## src/rtl/mii_repeater_tx.sv

```systemverilog
`default_nettype none
// ============================================================================
// Module   : mii_repeater_tx
// Purpose  : Read side of the per-port repeater path. Pops nibbles from the
//            MII elastic buffer and drives a registered MII transmit port,
//            holding off buffer reads to enforce the inter-packet gap and
//            forwarding error/underflow nibbles as TX_ER.
// Options  : define MII_REPEATER_TX_JABBER_EN to cut off jabbering frames.
// Revision : 1.0 - initial release
// ============================================================================
module mii_repeater_tx #(
  parameter int IPG_NIBBLES    = 24,
  parameter int JABBER_NIBBLES = 131072
) (
  input  logic       clk,
  input  logic       rst,
  input  logic       ce,
  output logic       buf_ce,
  input  logic       buf_dv,
  input  logic       buf_er,
  input  logic [3:0] bufd,
  output logic       tx_ce,
  output logic       tx_en,
  output logic       tx_er,
  output logic [3:0] txd,
  output logic       ipg_stall,
  output logic       jabber
);

  localparam int               IPG_W    = $clog2(IPG_NIBBLES) + 1;
  // ipg_cnt + 1 == IPG_NIBBLES is tested as ipg_cnt == IPG_NIBBLES - 1
  localparam logic [IPG_W-1:0] IPG_LAST = IPG_W'(IPG_NIBBLES - 1);
  localparam logic [IPG_W-1:0] IPG_ONE  = IPG_W'(1);
  // With a one-nibble gap the idle emitted on frame exit is the whole gap
  localparam bit               IPG_HOLD = (IPG_NIBBLES > 1);

  localparam logic [1:0] ST_IDLE   = 2'd0;
  localparam logic [1:0] ST_DATA   = 2'd1;
  localparam logic [1:0] ST_IPG    = 2'd2;
`ifdef MII_REPEATER_TX_JABBER_EN
  localparam logic [1:0] ST_JABBER = 2'd3;

  localparam int               NIB_W    = $clog2(JABBER_NIBBLES) + 1;
  localparam logic [NIB_W-1:0] NIB_LAST = NIB_W'(JABBER_NIBBLES - 1);
  localparam logic [NIB_W-1:0] NIB_ONE  = NIB_W'(1);
  localparam logic [NIB_W-1:0] NIB_MAX  = '1;
`endif

  // Unsupported parameter values elaborate to nothing useful; flag them here
  if (IPG_NIBBLES < 1 || JABBER_NIBBLES < 2) begin : g_param_range_unsupported
  end

  logic [1:0]       state_q, state_d;
  logic [IPG_W-1:0] ipg_cnt_q, ipg_cnt_d;
`ifdef MII_REPEATER_TX_JABBER_EN
  logic [NIB_W-1:0] nib_cnt_q, nib_cnt_d;
`endif
  logic             tx_ce_q;
  logic             tx_en_q, tx_en_d;
  logic             tx_er_q, tx_er_d;
  logic [3:0]       txd_q, txd_d;

  // State and counter registers
  always_ff @(posedge clk) begin
    if (rst) begin
      state_q   <= ST_IDLE;
      ipg_cnt_q <= '0;
`ifdef MII_REPEATER_TX_JABBER_EN
      nib_cnt_q <= '0;
`endif
    end else begin
      state_q   <= state_d;
      ipg_cnt_q <= ipg_cnt_d;
`ifdef MII_REPEATER_TX_JABBER_EN
      nib_cnt_q <= nib_cnt_d;
`endif
    end
  end

  // Next-state and counter logic; everything advances only on a nibble strobe
  always_comb begin
    state_d   = state_q;
    ipg_cnt_d = ipg_cnt_q;
`ifdef MII_REPEATER_TX_JABBER_EN
    nib_cnt_d = nib_cnt_q;
`endif
    if (ce) begin
      case (state_q)
        ST_IDLE: begin
          if (buf_dv) begin
            state_d = ST_DATA;
`ifdef MII_REPEATER_TX_JABBER_EN
            nib_cnt_d = NIB_ONE;
`endif
          end
        end
        ST_DATA: begin
          if (buf_dv) begin
`ifdef MII_REPEATER_TX_JABBER_EN
            if (nib_cnt_q == NIB_LAST) begin
              state_d = ST_JABBER;
            end
            if (nib_cnt_q != NIB_MAX) begin
              nib_cnt_d = nib_cnt_q + 1'b1;
            end
`endif
          end else begin
            ipg_cnt_d = IPG_ONE;
            state_d   = IPG_HOLD ? ST_IPG : ST_IDLE;
          end
        end
        ST_IPG: begin
          ipg_cnt_d = ipg_cnt_q + 1'b1;
          if (ipg_cnt_q == IPG_LAST) begin
            state_d = ST_IDLE;
          end
        end
`ifdef MII_REPEATER_TX_JABBER_EN
        ST_JABBER: begin
          if (!buf_dv) begin
            ipg_cnt_d = IPG_ONE;
            state_d   = IPG_HOLD ? ST_IPG : ST_IDLE;
          end
        end
`endif
        default: state_d = ST_IDLE;
      endcase
    end
  end

  // Output decode: next transmit nibble, buffer read strobe and status flags
  always_comb begin
    tx_en_d   = tx_en_q;
    tx_er_d   = tx_er_q;
    txd_d     = txd_q;
    buf_ce    = ce && (state_q != ST_IPG);
    ipg_stall = (state_q == ST_IPG) && buf_dv;
`ifdef MII_REPEATER_TX_JABBER_EN
    jabber    = (state_q == ST_JABBER);
`else
    jabber    = 1'b0;
`endif
    if (ce) begin
      tx_en_d = 1'b0;
      tx_er_d = 1'b0;
      txd_d   = 4'h0;
      if ((state_q == ST_IDLE || state_q == ST_DATA) && buf_dv) begin
        tx_en_d = 1'b1;
        tx_er_d = buf_er;
        txd_d   = bufd;
`ifdef MII_REPEATER_TX_JABBER_EN
        // The nibble that reaches the jabber limit is corrupted on the wire
        if (state_q == ST_DATA && nib_cnt_q == NIB_LAST) begin
          tx_er_d = 1'b1;
        end
`endif
      end
    end
  end

  // Registered MII transmit outputs, one clock behind the strobe cycle
  always_ff @(posedge clk) begin
    if (rst) begin
      tx_ce_q <= 1'b0;
      tx_en_q <= 1'b0;
      tx_er_q <= 1'b0;
      txd_q   <= 4'h0;
    end else begin
      tx_ce_q <= ce;
      tx_en_q <= tx_en_d;
      tx_er_q <= tx_er_d;
      txd_q   <= txd_d;
    end
  end

  assign tx_ce = tx_ce_q;
  assign tx_en = tx_en_q;
  assign tx_er = tx_er_q;
  assign txd   = txd_q;

endmodule
`default_nettype wire
```

## config.mk

```make
export PLATFORM = sky130hd
export DESIGN_NAME = mii_repeater_tx
export DESIGN_NICKNAME = d
export VERILOG_FILES = /design/src/rtl/mii_repeater_tx.sv
export SDC_FILE = /design/constraint.sdc
export NUM_CORES = 1
export LEC_CHECK = 0
export ABC_AREA = 1
export BUFFER_PORTS_ARGS = -buffer_cell sky130_fd_sc_hd__buf_2
export CAP_MARGIN = 20
export CORE_MARGIN = 5
export CORE_UTILIZATION = 44
export CTS_CLUSTER_DIAMETER = 150
export DETAILED_ROUTE_END_ITERATION = 8
export PLACE_DENSITY = 0.77
export SLEW_MARGIN = 20
export SYNTH_ARGS = -nofsm -noshare
export SYNTH_HDL_FRONTEND = slang
export SYNTH_SLANG_ARGS = --single-unit
```

## constraint.sdc

```tcl
create_clock -name clk -period 0.9 [get_ports clk]
set_input_delay 0.045 -clock clk [delete_from_list [all_inputs] [get_ports clk]]
set_output_delay 0.045 -clock clk [all_outputs]
set_load 0.05 [all_outputs]
```

Word-level counts from Yosys, hierarchy flattened
Cells that the tools add are included.

Flip-flop bits (word level): 15. Output and inout port bits: 10. Logic and storage cells: 31.

Add/sub/neg operators: 1. Equal/unequal tests: 7. Muxes and demuxes: 9. Reductions and logical operators: 8.

Operators with widths (count): 6-bit one-hot mux with 2 select lines (1); 2-bit != test, second input constant (4); 6-bit by 1-bit adder with 6-bit output, second input constant (1); 6-bit by 5-bit == test with 1-bit output, second input constant (1); 2-bit two-way mux (3); 6-bit two-way mux (1); 2-bit one-hot mux with 3 select lines (1); 4-bit two-way mux (1); 4-bit AND reduction (1); 1-bit logical AND (3); 3-bit AND reduction (1); 2-bit by 1-bit == test with 1-bit output, second input constant (1); 2-bit == test, second input constant (1); 2-bit logical NOT (1); 1-bit two-way mux (2); 2-bit nonzero test (1); 1-bit logical OR (1).

Depth between registers and ports, before layout
Word-level depth: 4. Mapped depth: 8. Gate-level depth less buffers: 8.

Least setup slack after synthesis
OpenSTA, ideal clock, no wires.

Path kind: reg2out. Start: reg state_q[0]. End: out buf_ce. Arrival time: 1.218 ns. Path slack: -0.363 ns. Cell stages (with the launch flop): 5. Cell sequence: dfxtp_1 -> inv_1 -> nand2_2 -> inv_1 -> nor2_1.

Cells in the longest elaborated chain, start to end: 2.

RTL lines: from (decl) (RTL line 53) `logic [1:0] state_q, state_d;`; from (signal assigned) (RTL line 72) `state_q <= state_d;`; 2-bit != test (RTL line 136) `buf_ce = ce && (state_q != ST_IPG);`; 1-bit logical AND (RTL line 136); to (decl) (RTL line 18) `output logic buf_ce,`.

No other way between the ends.

Final worst setup path
Ends and elaborated chain as after synthesis.

==> results by group <==
Outcome
  – Outcome: finished, violations left
  – Failing checks: negative setup slack

Synth
  – Seq cells post-synth: 15
  – Top FF cell, synth: dfxtp_1
  – EDFF count, synth: 0
  – FFs w/ async S/R, synth: 0%
  – Net Count, Synth: 113
  – Commonest cells in the netlist: 20 x nand2_1, 19 x nor2_1, 15 x dfxtp_1
  – Synth top area cells: dfxtp_1 42%, nand2_1 11%, nor2_1 10%, a21oi_1 7.7%, nand4_1 7.0%
  – Yosys top cell area share: 42.2%
  – Cell count after synthesis: 103
  – Syn Area/Cell: 6.91 sq um
  – Number of library cell types mapped by synthesis: 18
  – Synthesized area: 712 sq um
  – Largest area contributor in the netlist: dfxtp_1
  – Yosys Warn Count: 0
  – Count leader, synth: nand2_1
  – Seq/Total Area, Yosys: 42.2%

Routing
  – Final wirelength: 1.74 mm
  – Drt drc: 0
  – Length of routed met2 wiring: 885 um
  – WL/cell: 12.0 um
  – DRT iter0 DRCs: 12
  – Vias per inst: 5.00
  – Met1 wire length: 761 um
  – Final antenna-violating net count: 0
  – Met3 wire length: 94 um
  – First-pass DRT Iterations: 4
  – Via count: 725
  – DR top layer: met3

Critical path
  – CP startpoint kind: flip-flop
  – Critical path type: flip-flop to primary output
  – Crit path DAT: 1060 ps
  – CP Cell Sequence: inv_2 -> nand2_4 -> inv_4 -> nor2_4 -> buf_6
  – CP required: 850 ps
  – Reg2Reg Depth: 7
  – Worst setup EP type: primary output
  – R2r endpoint: ipg_cnt_q[2]
  – Crit-path slowest cell: dfxtp_4
  – Crit path max fanout: 5
  – Slowest stage delay, CP: 360 ps
  – R2R setup slack: -170 ps
  – Critical path origin: state_q[0]
  – R2R Path Start: state_q[0]

Place
  – IO Port Bufs: 17
  – Post-DP Area: 893 sq um
  – Dpl cells: 139
  – GP Congestion: 0.818
  – Hpwl dp: 1.20 mm

Cells and area
  – FILL cells: 118
  – Non-Filler Instances: 145
  – Final nets: 140
  – Cell area after layout: 1050 sq um
  – Synthesis-to-finish area growth: 46.9%
  – Layout cell share with drive strength beyond 1: 49.6%
  – ANT cells: 0

STA
  – Fmax: 903 MHz
  – Period Utilization, post-route: 123%
  – Final max-slew violation count: 0
  – Crit path time final: 1110 ps
  – Clock Skew: 6.40 ps
  – Setup slack after layout: -207 ps
  – Setup violations, final: 9
  – Hold Fails Final Rpt: 0
  – RSZ-0062 raised after global routing: yes

Floorplanning
  – I/O pins: 19
  – Die W: 50.2 um
  – Initial Util: 46.7%
  – Site Rows: 14
  – Die Area: 2520 sq um
  – Core area: 1520 sq um
  – Die height: 50.2 um

Global routing
  – Total GRT Usage: 13.6%
  – Initial antenna violation count: 0
  – Largest net degree at the start of global routing: 13
  – Total grt overflow: 0
  – Vias in the first global route: 671
  – Global-route wire length before repair: 2.69 mm

Job
  – Max cap viols: 0

Pwr
  – Leak pwr: 0.431 nW
  – Pwr/cell area: 1360 nW/um^2
  – Comb power frac: 21.4%
  – Sw power: 451 uW
  – Pint: 967 uW
  – Clk pwr share: 28.9%
  – Sw Share: 31.8%
  – Flop pwr share: 49.7%
  – Peak VDD IR: 1.06 mV

Min path
  – Hold path depth: 3
  – Hold Path End: txd[2]
  – Hold crit path type: primary input to flip-flop
  – Min-delay src: bufd[2]

CTS
  – Root Buffer: clkbuf_4
  – Skew-Pair Late Insertion Delay: 290 ps
  – Clock buffer depth: 2
  – Hold_buf cts: 0
  – CTS H-tree lvls: 1
  – Clock sinks: 15
  – CTS buffer count: 3
  – Worst-path clk slew: 100 ps
  – CTS tree: built
## critical path: cells and delay by family, from the launching register on
family,cells,cell delay (ps)
flops,1,360
simple gates,2,160
buf+inv,3,250
## timing repair
action                                  in CTS  in global routing
endpoints found under the setup margin      16                 16
gates resized for setup                     21                 13
setup buffers                                2                  0
pin swaps                                   10                  2
## cell families (layout without fill, tap and decap cells)
group                    Yosys count  after routing  synth area share [%]
adder cells (fa/ha/maj)            1              1                  1.76
flip-flops                        15             15                  42.2
AO/OA/AOI/OAI                     13             13                  9.49
buffers and inverters             18             44                  10.7
AND/OR/NAND/NOR                   55             55                  35.3
other                              1              1                 0.527
## power by group through the flow
stage	sequential, mW	combinational, mW	clock [mW]
detailed placement	0.719	0.255	0
global route	0.709	0.326	0.458
global placement	0.718	0.252	0
CTS	0.704	0.287	0.417
floorplan	0.767	0.135	0
finish	0.705	0.303	0.409
## cells in the final DEF, fill, tap and decap left out, types with 2 or more instances in the layout
cell / instances
nor2_1: 14
buf_6: 8
inv_2: 5
a21oi_1: 10
clkbuf_4: 3
nand4_1: 8
dfxtp_4: 2
nand3_1: 2
inv_1: 7
dfxtp_2: 9
buf_4: 10
inv_4: 2
nand2_2: 2
nand2_1: 17
nand2_4: 3
nand3_4: 2
buf_2: 8
dfxtp_1: 4
nor2_2: 4
## flip-flops by register name, indices dropped and copies added, names as in the netlist
| name | cells |
|---|---|
| txd | 4 |
| tx_er | 1 |
| tx_en | 1 |
| state_q | 2 |
| tx_ce | 1 |
| ipg_cnt_q | 6 |
## layer usage
metal	up-vias	GRT usage (%)
met5	-	0
met4	0	2.62
met3	0	5.62
met2	19	25.1
met1	324	14.1
li1	382	-
## through the flow
stage / utilization (%) / hold slack [ps] / power [mW] / TNS (ps) / setup WS (ps)
3_3_place_gp: 58.6 / 314 / 0.970 / -542 / -154
2_1_floorplan: - / 107 / 0.902 / -183 / -45.8
4_1_cts: 65.6 / 4.36 / 1.41 / -1250 / -215
3_5_place_dp: 58.6 / 320 / 0.974 / -673 / -124
5_1_grt: 68.6 / 1.91 / 1.49 / -2240 / -272
6_report: 68.6 / 13.4 / 1.42 / -1400 / -207
## worst max-delay path by stage
stage	endpoint	slack (ps)	cells past startpoint
floorplan	ipg_cnt_q[4]	-50	6
global placement	ipg_cnt_q[2]	-150	6
detailed placement	ipg_cnt_q[4]	-120	7
CTS	buf_ce	-210	5
global route	buf_ce	-270	5
finish	buf_ce	-210	5
## area by class of cell
| class | count | area, sq um | area share (%) |
|---|---|---|---|
| Clock buffer | 3 | 22.5 | 2.15 |
| Multi-Input combinational cell | 70 | 414 | 39.6 |
| Clock inverter | 1 | 7.51 | 0.718 |
| Tap cell | 16 | 20.0 | 1.91 |
| Timing Repair Buffer | 26 | 205 | 19.6 |
| Sequential cell | 15 | 319 | 30.5 |
| Inverter | 14 | 57.6 | 5.50 |
Power figures use the tool's default switching activity.
